**config.mk**
```make
export PLATFORM = sky130hd
export DESIGN_NAME = aes_entropy_arb
export DESIGN_NICKNAME = d
export VERILOG_FILES = /design/src/rtl/aes_pkg.sv /design/src/rtl/aes_entropy_rr_pick.sv /design/src/rtl/aes_entropy_arb.sv
export SDC_FILE = /design/constraint.sdc
export NUM_CORES = 1
export LEC_CHECK = 0
export CORE_ASPECT_RATIO = 0.6
export CORE_MARGIN = 2
export CORE_UTILIZATION = 39
export DETAILED_ROUTE_END_ITERATION = 10
export HOLD_SLACK_MARGIN = 0.1
export PLACE_DENSITY = 0.86
export SLEW_MARGIN = 40
export SYNTH_ARGS = -nofsm -noshare
export SYNTH_HDL_FRONTEND = slang
export SYNTH_SLANG_ARGS = --single-unit
```
**constraint.sdc**
```tcl
create_clock -name clk_i -period 1.44 [get_ports clk_i]
set_clock_uncertainty 0.2 [all_clocks]
set_input_delay 0.288 -clock clk_i [delete_from_list [all_inputs] [get_ports clk_i]]
set_output_delay 0.288 -clock clk_i [all_outputs]
set_load 0.01 [all_outputs]
```
**src/rtl/aes_pkg.sv**
```systemverilog
// Shared AES types and helpers; this slice holds the entropy arbiter state
// encoding and its index-width helper.
package aes_pkg;

    typedef enum logic [1:0] {
        IDLE     = 2'b00,
        WAIT_ACK = 2'b01,
        DELIVER  = 2'b10
    } aes_entropy_arb_e;

    // Index width for NumReq channels; a single channel still needs one bit.
    function automatic int entropy_arb_idx_w(input int num_req);
        return (num_req > 1) ? $clog2(num_req) : 1;
    endfunction

endpackage

```
**src/rtl/aes_entropy_rr_pick.sv**
```systemverilog
// Combinational request picker: lowest set index in fixed mode, or the first
// set index after i_ptr (cyclically) in round-robin mode.
module aes_entropy_rr_pick #(
    parameter int NumReq = 2,
    parameter int IdxW   = 1
) (
    input  logic [NumReq-1:0] i_req,
    input  logic [IdxW-1:0]   i_ptr,
    input  logic              i_rr_mode,
    output logic [IdxW-1:0]   o_idx,
    output logic              o_valid
);

    logic [IdxW-1:0] w_cand;

    always_comb begin
        // NOTE: every output gets a default first, so no path can infer a latch.
        o_idx   = '0;
        o_valid = 1'b0;
        w_cand  = '0;
        if (i_rr_mode && (NumReq > 1)) begin
            for (int k = 1; k <= NumReq; k++) begin
                w_cand = IdxW'((int'(i_ptr) + k) % NumReq);
                if (!o_valid && i_req[w_cand]) begin
                    o_valid = 1'b1;
                    o_idx   = w_cand;
                end
            end
        end else begin
            // Scan downwards so the lowest set index is the last one written.
            for (int j = NumReq - 1; j >= 0; j--) begin
                if (i_req[j]) begin
                    o_valid = 1'b1;
                    o_idx   = IdxW'(j);
                end
            end
        end
    end

endmodule

```
**src/rtl/aes_entropy_arb.sv**
```systemverilog
// Shares one EDN entropy source among NumReq consumers: one locked grant per
// word, registered delivery, wait-timeout monitor and sticky protocol flags.
module aes_entropy_arb
    import aes_pkg::*;
#(
    parameter int NumReq        = 2,
    parameter int Width         = 32,
    parameter bit RoundRobin    = 1'b0,
    parameter int TimeoutCycles = 0
) (
    input  logic              clk_i,
    input  logic              rst_ni,
    input  logic [NumReq-1:0] req_i,
    output logic [NumReq-1:0] ack_o,
    output logic [Width-1:0]  data_o,
    output logic              edn_req_o,
    input  logic              edn_ack_i,
    input  logic [Width-1:0]  edn_data_i,
    input  logic              clear_i,
    output logic              busy_o,
    output logic              timeout_o,
    output logic              spurious_ack_o,
    output logic              drop_o
);

    localparam int EntropyArbIdxW = entropy_arb_idx_w(NumReq);

    aes_entropy_arb_e            r_state;
    logic [EntropyArbIdxW-1:0]   r_grant;
    logic [Width-1:0]            r_data;
    logic [NumReq-1:0]           r_ack;
    logic                        r_drop;
    logic                        r_edn_req;
    logic                        r_busy;
    logic                        r_timeout;
    logic                        r_spurious;

    logic [EntropyArbIdxW-1:0]   w_ptr;
    logic [EntropyArbIdxW-1:0]   w_pick_idx;
    logic                        w_pick_valid;

    aes_entropy_rr_pick #(
        .NumReq (NumReq),
        .IdxW   (EntropyArbIdxW)
    ) u_pick (
        .i_req     (req_i),
        .i_ptr     (w_ptr),
        .i_rr_mode (RoundRobin),
        .o_idx     (w_pick_idx),
        .o_valid   (w_pick_valid)
    );

    if ((NumReq > 1) && RoundRobin) begin : g_ptr
        logic [EntropyArbIdxW-1:0] r_ptr;

        always_ff @(posedge clk_i or negedge rst_ni) begin
            if (!rst_ni) begin
                r_ptr <= EntropyArbIdxW'(NumReq - 1);
            end else if ((r_state == IDLE) && w_pick_valid) begin
                r_ptr <= w_pick_idx;
            end
        end

        assign w_ptr = r_ptr;
    end else begin : g_no_ptr
        assign w_ptr = EntropyArbIdxW'(NumReq - 1);
    end

    always_ff @(posedge clk_i or negedge rst_ni) begin
        if (!rst_ni) begin
            r_state   <= IDLE;
            r_grant   <= '0;
            // NOTE: the entropy word is reset too, so nothing captured before a reset survives it.
            r_data    <= '0;
            r_ack     <= '0;
            r_drop    <= 1'b0;
            r_edn_req <= 1'b0;
            r_busy    <= 1'b0;
        end else begin
            // NOTE: strobes default low here and are raised below; with <= the last write wins.
            r_ack  <= '0;
            r_drop <= 1'b0;
            case (r_state)
                IDLE: begin
                    if (w_pick_valid) begin
                        r_grant   <= w_pick_idx;
                        r_state   <= WAIT_ACK;
                        r_edn_req <= 1'b1;
                        r_busy    <= 1'b1;
                    end
                end
                WAIT_ACK: begin
                    // Grant stays locked and the upstream request is held until the ack.
                    if (edn_ack_i) begin
                        r_data    <= edn_data_i;
                        r_edn_req <= 1'b0;
                        r_state   <= DELIVER;
                        if (req_i[r_grant]) begin
                            r_ack[r_grant] <= 1'b1;
                        end else begin
                            r_drop <= 1'b1;
                        end
                    end
                end
                DELIVER: begin
                    r_state <= IDLE;
                    r_busy  <= 1'b0;
                end
                default: begin
                    r_state   <= IDLE;
                    r_edn_req <= 1'b0;
                    r_busy    <= 1'b0;
                end
            endcase
        end
    end

    if (TimeoutCycles > 0) begin : g_timeout
        localparam int CntW = $clog2(TimeoutCycles + 1);
        logic [CntW-1:0] r_cnt;
        logic [CntW-1:0] w_cnt_inc;

        assign w_cnt_inc = r_cnt + 1'b1;

        always_ff @(posedge clk_i or negedge rst_ni) begin
            if (!rst_ni) begin
                r_cnt     <= '0;
                r_timeout <= 1'b0;
            end else begin
                if ((r_state == IDLE) && w_pick_valid) begin
                    r_cnt <= '0;
                end else if ((r_state == WAIT_ACK) && (r_cnt != CntW'(TimeoutCycles))) begin
                    r_cnt <= w_cnt_inc;
                end
                // Flag as the count reaches the limit; the request itself keeps waiting.
                if ((r_state == WAIT_ACK) && (w_cnt_inc == CntW'(TimeoutCycles))) begin
                    r_timeout <= 1'b1;
                end else if (clear_i) begin
                    r_timeout <= 1'b0;
                end
            end
        end
    end else begin : g_no_timeout
        assign r_timeout = 1'b0;
    end

    always_ff @(posedge clk_i or negedge rst_ni) begin
        if (!rst_ni) begin
            r_spurious <= 1'b0;
        end else if (edn_ack_i && (r_state != WAIT_ACK)) begin
            r_spurious <= 1'b1;
        end else if (clear_i) begin
            r_spurious <= 1'b0;
        end
    end

    assign ack_o          = r_ack;
    assign data_o         = (|r_ack) ? r_data : '0;
    assign edn_req_o      = r_edn_req;
    assign busy_o         = r_busy;
    assign timeout_o      = r_timeout;
    assign spurious_ack_o = r_spurious;
    assign drop_o         = r_drop;

endmodule
```
Word level (Yosys, flattened, before mapping) --
Cells that the tools add are included.
Storage, ports and cells: logic and storage cells 50, register bits after elaboration 41, output and inout port bits 39
Cells by class: bitwise logic cells 2, equality and inequality tests 5, multiplexer cells 23, reduce and logical (&&, ||, !) cells 10, magnitude comparators 2
Operators by type and width (number):
- 2-to-1 mux 32 bit | 1
- 2-to-1 mux 1 bit | 13
- 2-to-1 mux 2 bit | 5
- AND reduction 2 bit | 4
- != test 2 x 1 -> 1 bit (second input constant) | 2
- case mux 2 bit (2 select lines) | 1
- case mux 1 bit (3 select lines) | 1
- AND reduction 3 bit | 1
- == test 2 x 1 -> 1 bit (second input constant) | 1
- == test 2 bit (second input constant) | 1
- logical AND 1 bit | 2
- logical NOT 2 bit | 1
- < comparator 1 x 2 -> 1 bit (second input constant) | 1
- != test 2 bit (second input constant) | 1
- inverter 1 bit | 2
- case mux 1 bit (2 select lines) | 1
- nonzero test 2 bit | 1
- OR reduction 2 bit | 1
- demux 1 bit (select 1 bit) | 1
- >= comparator 1 bit (second input constant) | 1

Logic depth before layout (Yosys ltp) --
Gate-level depths: netlist (run 1).
word-level depth 7, gate-level depth with buffers 4

By module --
From an unflattened synthesis (run 1), not the netlist that was laid out.
Unflattened totals: cells, all modules 138, area total of the unflattened synthesis 1896.8 sq um
Modules (own cells, without submodules):
- aes_entropy_arb | sequential area each 1026.0 sq um, times used 1, area an instance 1876.8 sq um, cells an instance 135
- aes_entropy_rr_pick | sequential area each 0.0 sq um, times used 1, area an instance 20.0 sq um, cells an instance 3

Least setup slack after synthesis (run 1) --
OpenSTA, ideal clock, no wires.
kind register to output, start reg r_ack[1], in the netlist ack_o[1], end out data_o[0], path buffers 1, setup slack -0.071 ns, arrival 1.023 ns, cell stages (with the launch flop) 4, data required time 0.952 ns, path through dfrtp_1 > nor2_1 > clkbuf_1 > nor2b_1
On the way: longest elaborated chain between the ends 2
RTL lines:
- start, declared | line aes_entropy_arb.sv:31 | logic [NumReq-1:0] r_ack;
- start signal, assigned | line aes_entropy_arb.sv:75 | r_ack <= '0;
- start signal, assigned | line aes_entropy_arb.sv:81 | r_ack <= '0;
- start signal, assigned by index | line aes_entropy_arb.sv:99 | r_ack[r_grant] <= 1'b1;
- OR reduction 2 bit | line aes_entropy_arb.sv:158 | assign data_o = (|r_ack) ? r_data : '0;
- 2-to-1 mux 32 bit | line aes_entropy_arb.sv:158
- end, declared | line aes_entropy_arb.sv:15 | output logic [Width-1:0] data_o,
No other way between the ends.

Worst setup path in the final report (run 1) --
start reg r_ack[0], in the netlist ack_o[0], end out data_o[5]
Same word-level chain as after synthesis.

==> results.md, run 1 <==
- Outcome: finished, violations left
- Failing checks: negative setup slack
- TritonCTS Buffers: 5
- Leak: roughly 0.0016 uW
- Fin. max-slew vios: 0
- Critical Path RT: ~0.95 ns
- Boundary Pins: 77
- Antenna Violating Nets Remaining: 0
- Mapped Avg Cell Area: between 10 and 15 sq um
- Grt ovf: 0
- Xor/xnor share of the synthesized area: 0
- Peak VDD IR: between 0.0008 and 0.0009 V
- Most frequent cells in the layout: dfrtp_1 (41), clkdlybuf4s50_1 (35), nor2b_1 (29), buf_2 (28), mux2_4 (27)
- Die H: 58.06 um
- RD Place Congestion: ~0.75
- Fmax: about 0.55 GHz
- Clock Latency Late Sink: approximately 0.28 ns
- Area Growth Syn to Fin: 65.94%
- Period utilization: 1.261
- Largest net degree at the start of global routing: 42
- Routed vias: 1,398
- Avg WL per Cell: approximately 15 um
- WS Path Type: flop to output port
- Endpoints failing setup: 64
- # DRC: 0
- Mux contribution to synthesized area: 0.2411
- CTS tree: built
- Clock-pin slew on the worst setup and hold paths: roughly 0.07 ns
- Yosys cell types: 22
- Initial Util: 0.4097
- Post-Synth Adder-Cell Area: 0
- First-pass GRT wire length: between 7000 and 8000 um
- Startpoint types: flop
- Post-DP HPWL: 3132 um
- Final Hold Fails: 0
- CP max FO: 4
- WL final: approximately 4800 um
- Hold/Removal Path Class: input pin to flop
- Number of global-route vias before repair: around 1,500
- Syn nets: roughly 170
- CORE AREA: 0.004636 sq mm
- Initial DRT Pass Iterations: 4
- CTS sink count: 41
- Setup WS post-layout: -0.3764 ns
- Iteration-0 DRC Markers: 15
- Max Cap Violations: 0
- Initial antenna violation count: 0
- Sequential fraction of the synthesis area: 0.5402
- Post-Syn Area: approximately 0.0019 sq mm
- Post-synthesis cell count: around 140
- Vias per inst: ~4.4
- Most common cell after layout, fill and taps aside: dfrtp_1
- Core Util, Final: 0.6799
- Unrepaired setup endpoints after global routing: true
- #FFs+latches synth: about 40
- Layout cell share with drive strength beyond 1: 0.4882
- Root Buffer: clkbuf_8
- Cell Pwr Density: 1765 mW/mm^2
- CTS max path bufs: 2
- WHS: between 0.2 and 0.25 ns
- Cells after DPL: 293
- Worst EP arrival: around 1.3 ns
- Largest family of logic cells by synthesized area: multiplexers
- Compound-Gate Fraction of Synth Area: 0.02569
- H-tree Lvls: 2
- Layout Cells excl Fill: approximately 320
- Antenna diodes: 0
- Ys Warns: 0
- Die Span X: 94.10 um
- Final-stage net count: just under 300
- Worst setup EP type: output port
- Simple-Gate Fraction of Synth Area: 0.1423
- Total global-route track usage: 0.1843
- Port bufs: 75
- Die Footprint: roughly 0.0055 sq mm
- Crit path time final: approximately 1.8 ns
- Row Count: 19
what timing repair did:
item,4_1_cts,5_1_grt
hold buffers,1,0
endpoints found under the hold margin,41,0
cloned,4,0
buffers inserted,14,2
endpoints found under the setup margin,70,70
pin swaps,3,0
resized for setup,173,16
critical path, stage by stage, from the launching register on:
cell	delay [ns]
dfrtp_1	0.41
nor2_4	0.20
buf_6	0.14
buf_6	0.11
nor2b_1	0.05
buf_2	0.14
per-layer routing:
| metal | vias up | wire length [um] | GRT usage |
|---|---|---|---|
| met5 | - | 0 | 0 |
| met4 | 0 | 24 | 0.02484 |
| met3 | 5 | 320 | 0.05332 |
| met2 | 51 | 2290 | 0.3173 |
| met1 | 661 | 2138 | 0.2406 |
| li1 | 681 | - | - |
report_power, final:
group | total [uW] | switching [uW] | internal (uW)
combinational | 2820 | 895 | 1930
sequential | 2010 | 302 | 1700
clock | 732 | 352 | 380
kinds of logic (layout without fill, tap and decap cells):
| logic type | count (synthesis) | after routing |
|---|---|---|
| other cells | 1 | 1 |
| flops | 41 | 41 |
| buf+inv | 11 | 129 |
| compound gates | 7 | 7 |
| mux | 32 | 32 |
| simple gates | 44 | 44 |
flip-flops by register name (all words and copies together) (netlist names):
| register | count |
|---|---|
| r_data | 32 |
| ack_o | 2 |
| r_state | 2 |
| busy_o | 1 |
| drop_o | 1 |
| edn_req_o | 1 |
| r_grant | 1 |
| spurious_ack_o | 1 |
layout make-up:
class,instances,area [sq um]
sequential,41,1026
fill,352,1484
timing repair buffer,119,1115
inverter,3,11.26
tap,63,78.83
clock buffer,7,86.33
multi-input combinational,84,834.6
final timing paths:
path	cells past startpoint	end	slack [ns]	from
max	5	data_o[5]	-0.38	ack_o[0]
min reg2reg	1	r_data[29]	0.30	r_data[29]
max reg2reg	4	r_data[11]	-0.08	r_state[1]
min	2	spurious_ack_o	0.24	edn_ack_i
min in group asynchronous	3	r_data[31]	0.30	rst_ni
max in group asynchronous	3	r_state[1]	0.53	rst_ni
synth_stat cells:
cell type	number	area share
a21oi_1	2	0.0053
a22o_1	2	0.0092
a2bb2oi_1	1	0.0046
buf_12	2	0.021
buf_4	1	0.0040
buf_6	2	0.012
clkbuf_1	3	0.0059
conb_1	1	0.0020
dfrtp_1	41	0.54
inv_1	3	0.0059
mux2_2	6	0.036
mux2_4	26	0.21
nand2_1	1	0.0020
nand2b_1	1	0.0033
nand3b_1	1	0.0040
nor2_1	3	0.0059
nor2b_1	34	0.11
nor3b_1	2	0.0079
o21ai_0	1	0.0026
o21bai_1	1	0.0040
or2_2	1	0.0033
or2b_1	1	0.0040
metrics by stage:
step                      total power (uW)  TNS [ns]  area, sq um  setup slack, ns
after detailed placement              4434    -25.44         2873          -0.4311
after floorplan                       3376    -3.124         1903         -0.07052
after CTS                             5583    -14.05         3133          -0.4038
after global placement                4334    -23.87         2873          -0.4037
after global routing                  5893    -16.70         3152          -0.4483
final                                 5564    -12.44         3152          -0.3764
(Power assumes the default switching activity.)
==> inputs of run 2 (changes only) <==
--- a/config.mk
+++ b/config.mk
@@ -7,10 +7,11 @@
 export LEC_CHECK = 0
 export CORE_ASPECT_RATIO = 0.6
 export CORE_MARGIN = 2
-export CORE_UTILIZATION = 39
+export CORE_UTILIZATION = 35
 export DETAILED_ROUTE_END_ITERATION = 10
 export HOLD_SLACK_MARGIN = 0.1
-export PLACE_DENSITY = 0.86
+export MAX_ROUTING_LAYER = met4
+export PLACE_DENSITY = 0.8
 export SLEW_MARGIN = 40
 export SYNTH_ARGS = -nofsm -noshare
 export SYNTH_HDL_FRONTEND = slang
==> run 2 against run 1 <==
Effect of this change: the flow still finishes with violations (negative setup slack); register-to-register slack got worse by 0.05 ns; utilization decreased by 8.8 points; first-iteration DRC count increased by 60%; critical path type unchanged; critical endpoint is now data_o[12]; worst setup slack improved by 0.032 ns; sequential power about the same; wire length decreased by 4.3%; sequential share of layout area increased by 1.1 points; clock power decreased by 0.8%; non-clock buffer count decreased by 14; die area increased by 11%.
==> results.md, run 2 (same netlist as run 1, synthesis figures left out) <==
- Outcome: finished, violations left (unchanged)
- Failing checks: negative setup slack (unchanged)
- CP Buf/Inv Count: 3 (unchanged)
- Setup WS post-layout: -0.3443 ns (was -0.3764 ns)
- First-pass GRT wire length: 7383 um (was 7548 um)
- Cells along the critical path: nor2_4, buf_12, buf_12, nor2b_1, buf_2 (was nor2_4, buf_6, buf_6, nor2b_1, buf_2)
- CTS sink count: 41 (unchanged)
- Crit path time final: 1.784 ns (was 1.816 ns)
- Avg WL per Cell: 14.89 um (was 15.06 um)
- Worst setup EP type: output port (unchanged)
- Kind of cell adding the most delay to the critical path: flip-flops (unchanged)
- Largest net degree at the start of global routing: 42 (unchanged)
- WL final: 4570 um (was 4773 um)
- Reg with most FFs: r_data (unchanged)
- CP max FO: 8 (was 4)
- # DRC: 0 (unchanged)
- Antenna Violating Nets Remaining: 0 (unchanged)
- Row Count: 20 (was 19)
- Most frequent cells in the layout: dfrtp_1 (41), clkdlybuf4s50_1 (35), buf_2 (29), mux2_4 (27), nor2b_1 (25) (was dfrtp_1 (41), clkdlybuf4s50_1 (35), nor2b_1 (29), buf_2 (28), mux2_4 (27))
- Endpoints failing setup: 64 (unchanged)
- Peak VDD IR: 0.0009516 V (was 0.0008597 V)
- Cells after DPL: 286 (was 293)
- Vias per inst: 4.368 (was 4.410)
- H-tree Lvls: 2 (unchanged)
- Layout Cells excl Fill: 307 (was 317)
- Worst path most repeated cell: buf_12 (was buf_6)
- Largest stage delay on the critical path: 0.42 ns (was 0.41 ns)
- Max Cap Violations: 0 (unchanged)
- Fin. max-slew vios: 0 (unchanged)
- Worst EP arrival: 1.30 ns (was 1.33 ns)
- Grt ovf: 0 (unchanged)
- Unrepaired setup endpoints after global routing: true (unchanged)
- Hold wc startpoint: r_data[27] (was edn_ack_i)
- Placement Setup Slack: -0.4311 ns (about the same)
- Period utilization: 1.239 (was 1.261)
- Area after DPL: 0.002814 sq mm (was 0.002873 sq mm)
- Worst r2r src: r_state[1] (unchanged)
- Post-DP HPWL: 2754 um (was 3132 um)
- Root Buffer: clkbuf_8 (unchanged)
- Boundary Pins: 77 (unchanged)
- Initial DRT Pass Iterations: 3 (was 4)
- Initial Util: 0.3684 (was 0.4097)
- Port bufs: 75 (unchanged)
- Worst path slowest cell: dfrtp_1 (unchanged)
- Final-stage net count: 278 (was 292)
- Startpoint types: flop (unchanged)
- Initial antenna violation count: 0 (unchanged)
- Iteration-0 DRC Markers: 24 (was 15)
- Antenna diodes: 0 (unchanged)
- Hold/Removal Path Class: flop to flop (was input pin to flop)
- TritonCTS Buffers: 5 (unchanged)
- Most common cell after layout, fill and taps aside: dfrtp_1 (unchanged)
- Overall power: 5299 uW (was 5564 uW)
- Area Growth Syn to Fin: 60.54% (was 65.94%)
- Clock Latency Late Sink: 0.29 ns (was 0.28 ns)
- Die H: 61.06 um (was 58.06 um)
- CORE AREA: 0.005155 sq mm (was 0.004636 sq mm)
- Number of global-route vias before repair: 1,478 (was 1,500)
- Leak: 0.001517 uW (was 0.001576 uW)
- RD Place Congestion: 0.7451 (was 0.7477)
- Clock-pin slew on the worst setup and hold paths: 0.08 ns (was 0.07 ns)
- Fin area: 0.003049 sq mm (was 0.003152 sq mm)
- CTS tree: built (unchanged)
- WS Path Type: flop to output port (unchanged)
- Cell Pwr Density: 1738 mW/mm^2 (was 1765 mW/mm^2)
- Critical Path RT: 0.95 ns (about the same)
- Die Span X: 99.10 um (was 94.10 um)
- Die Footprint: 0.006051 sq mm (was 0.005463 sq mm)
- Crit path from: ack_o[1] (was ack_o[0])
- Routed vias: 1,341 (was 1,398)
- CTS max path bufs: 2 (unchanged)
- Fmax: 0.5604 GHz (was 0.5505 GHz)
- Layout cell share with drive strength beyond 1: 0.4896 (was 0.4882)
- Largest register FFs: 32 (unchanged)
- Final Hold Fails: 0 (unchanged)
- Total global-route track usage: 0.1696 (was 0.1843)
==> run 2: cell count changes in the layout (fill, tap and decap cells not counted), sizes merged <==
cell	previous run	this run
clkinv	0	2
clkdlybuf4s15	4	2
clkinvlp	0	1
buf	78	64
==> run 2: final cells by class <==
cell class,instances,area [sq um]
fill,437,2106
multi-input combinational,84,839.6
sequential,41,1026
tap,66,82.58
clock inverter,3,17.52
clock buffer,5,68.82
inverter,3,11.26
timing repair buffer,105,1003
==> run 2: worst paths after layout <==
check                             end  slack, ns  cells after the start
hold reg to reg            r_data[27]       0.30                      1
setup / recovery           data_o[12]      -0.34                      5
setup reg to reg           r_data[22]      -0.13                      5
max in group asynchronous   r_data[7]       0.54                      3
hold / removal             r_data[27]       0.30                      1
min in group asynchronous      busy_o       0.31                      3
==> run 2: metal layers <==
metal / global-route usage / vias up / share of wire
met2: 0.2568 / 49 / 0.45
met1: 0.2288 / 635 / 0.48
met3: 0.04654 / 5 / 0.069
met5: - / - / 0
li1: - / 652 / -
met4: 0.04501 / 0 / 0.0063
==> run 2: where the power goes <==
| part | switching [uW] | leakage, uW | total, uW | internal, uW |
|---|---|---|---|---|
| clock | 392 | 0.0000439 | 726 | 334 |
| combinational | 841 | 0.000985 | 2580 | 1740 |
| sequential | 291 | 0.000488 | 1990 | 1700 |
==> run 2: worst register-to-register path: stages, from the launching register on <==
cell and delay (ns):
dfrtp_1 0.38, nand3b_1 0.17, buf_6 0.17, buf_12 0.14, buf_16 0.13, mux2_4 0.29
==> run 2: metrics by stage <==
step	utilization	setup TNS [ns]	hold WS, ns
finish	0.5915	-12.02	0.3006
global route	0.5915	-16.01	0.3239
CTS	0.5964	-14.92	0.2877
detailed placement	0.5459	-25.01	0.07884
global placement	0.5459	-23.40	0.07288
floorplan	-	-3.124	-0.2076
==> run 2: repair_timing <==
item	CTS	global route
setup endpoints to repair	70	70
gates resized for setup	164	22
setup buffers	12	1
hold buffers	1	0
pin swaps	2	2
endpoints found under the hold margin	41	0
cloned	6	0
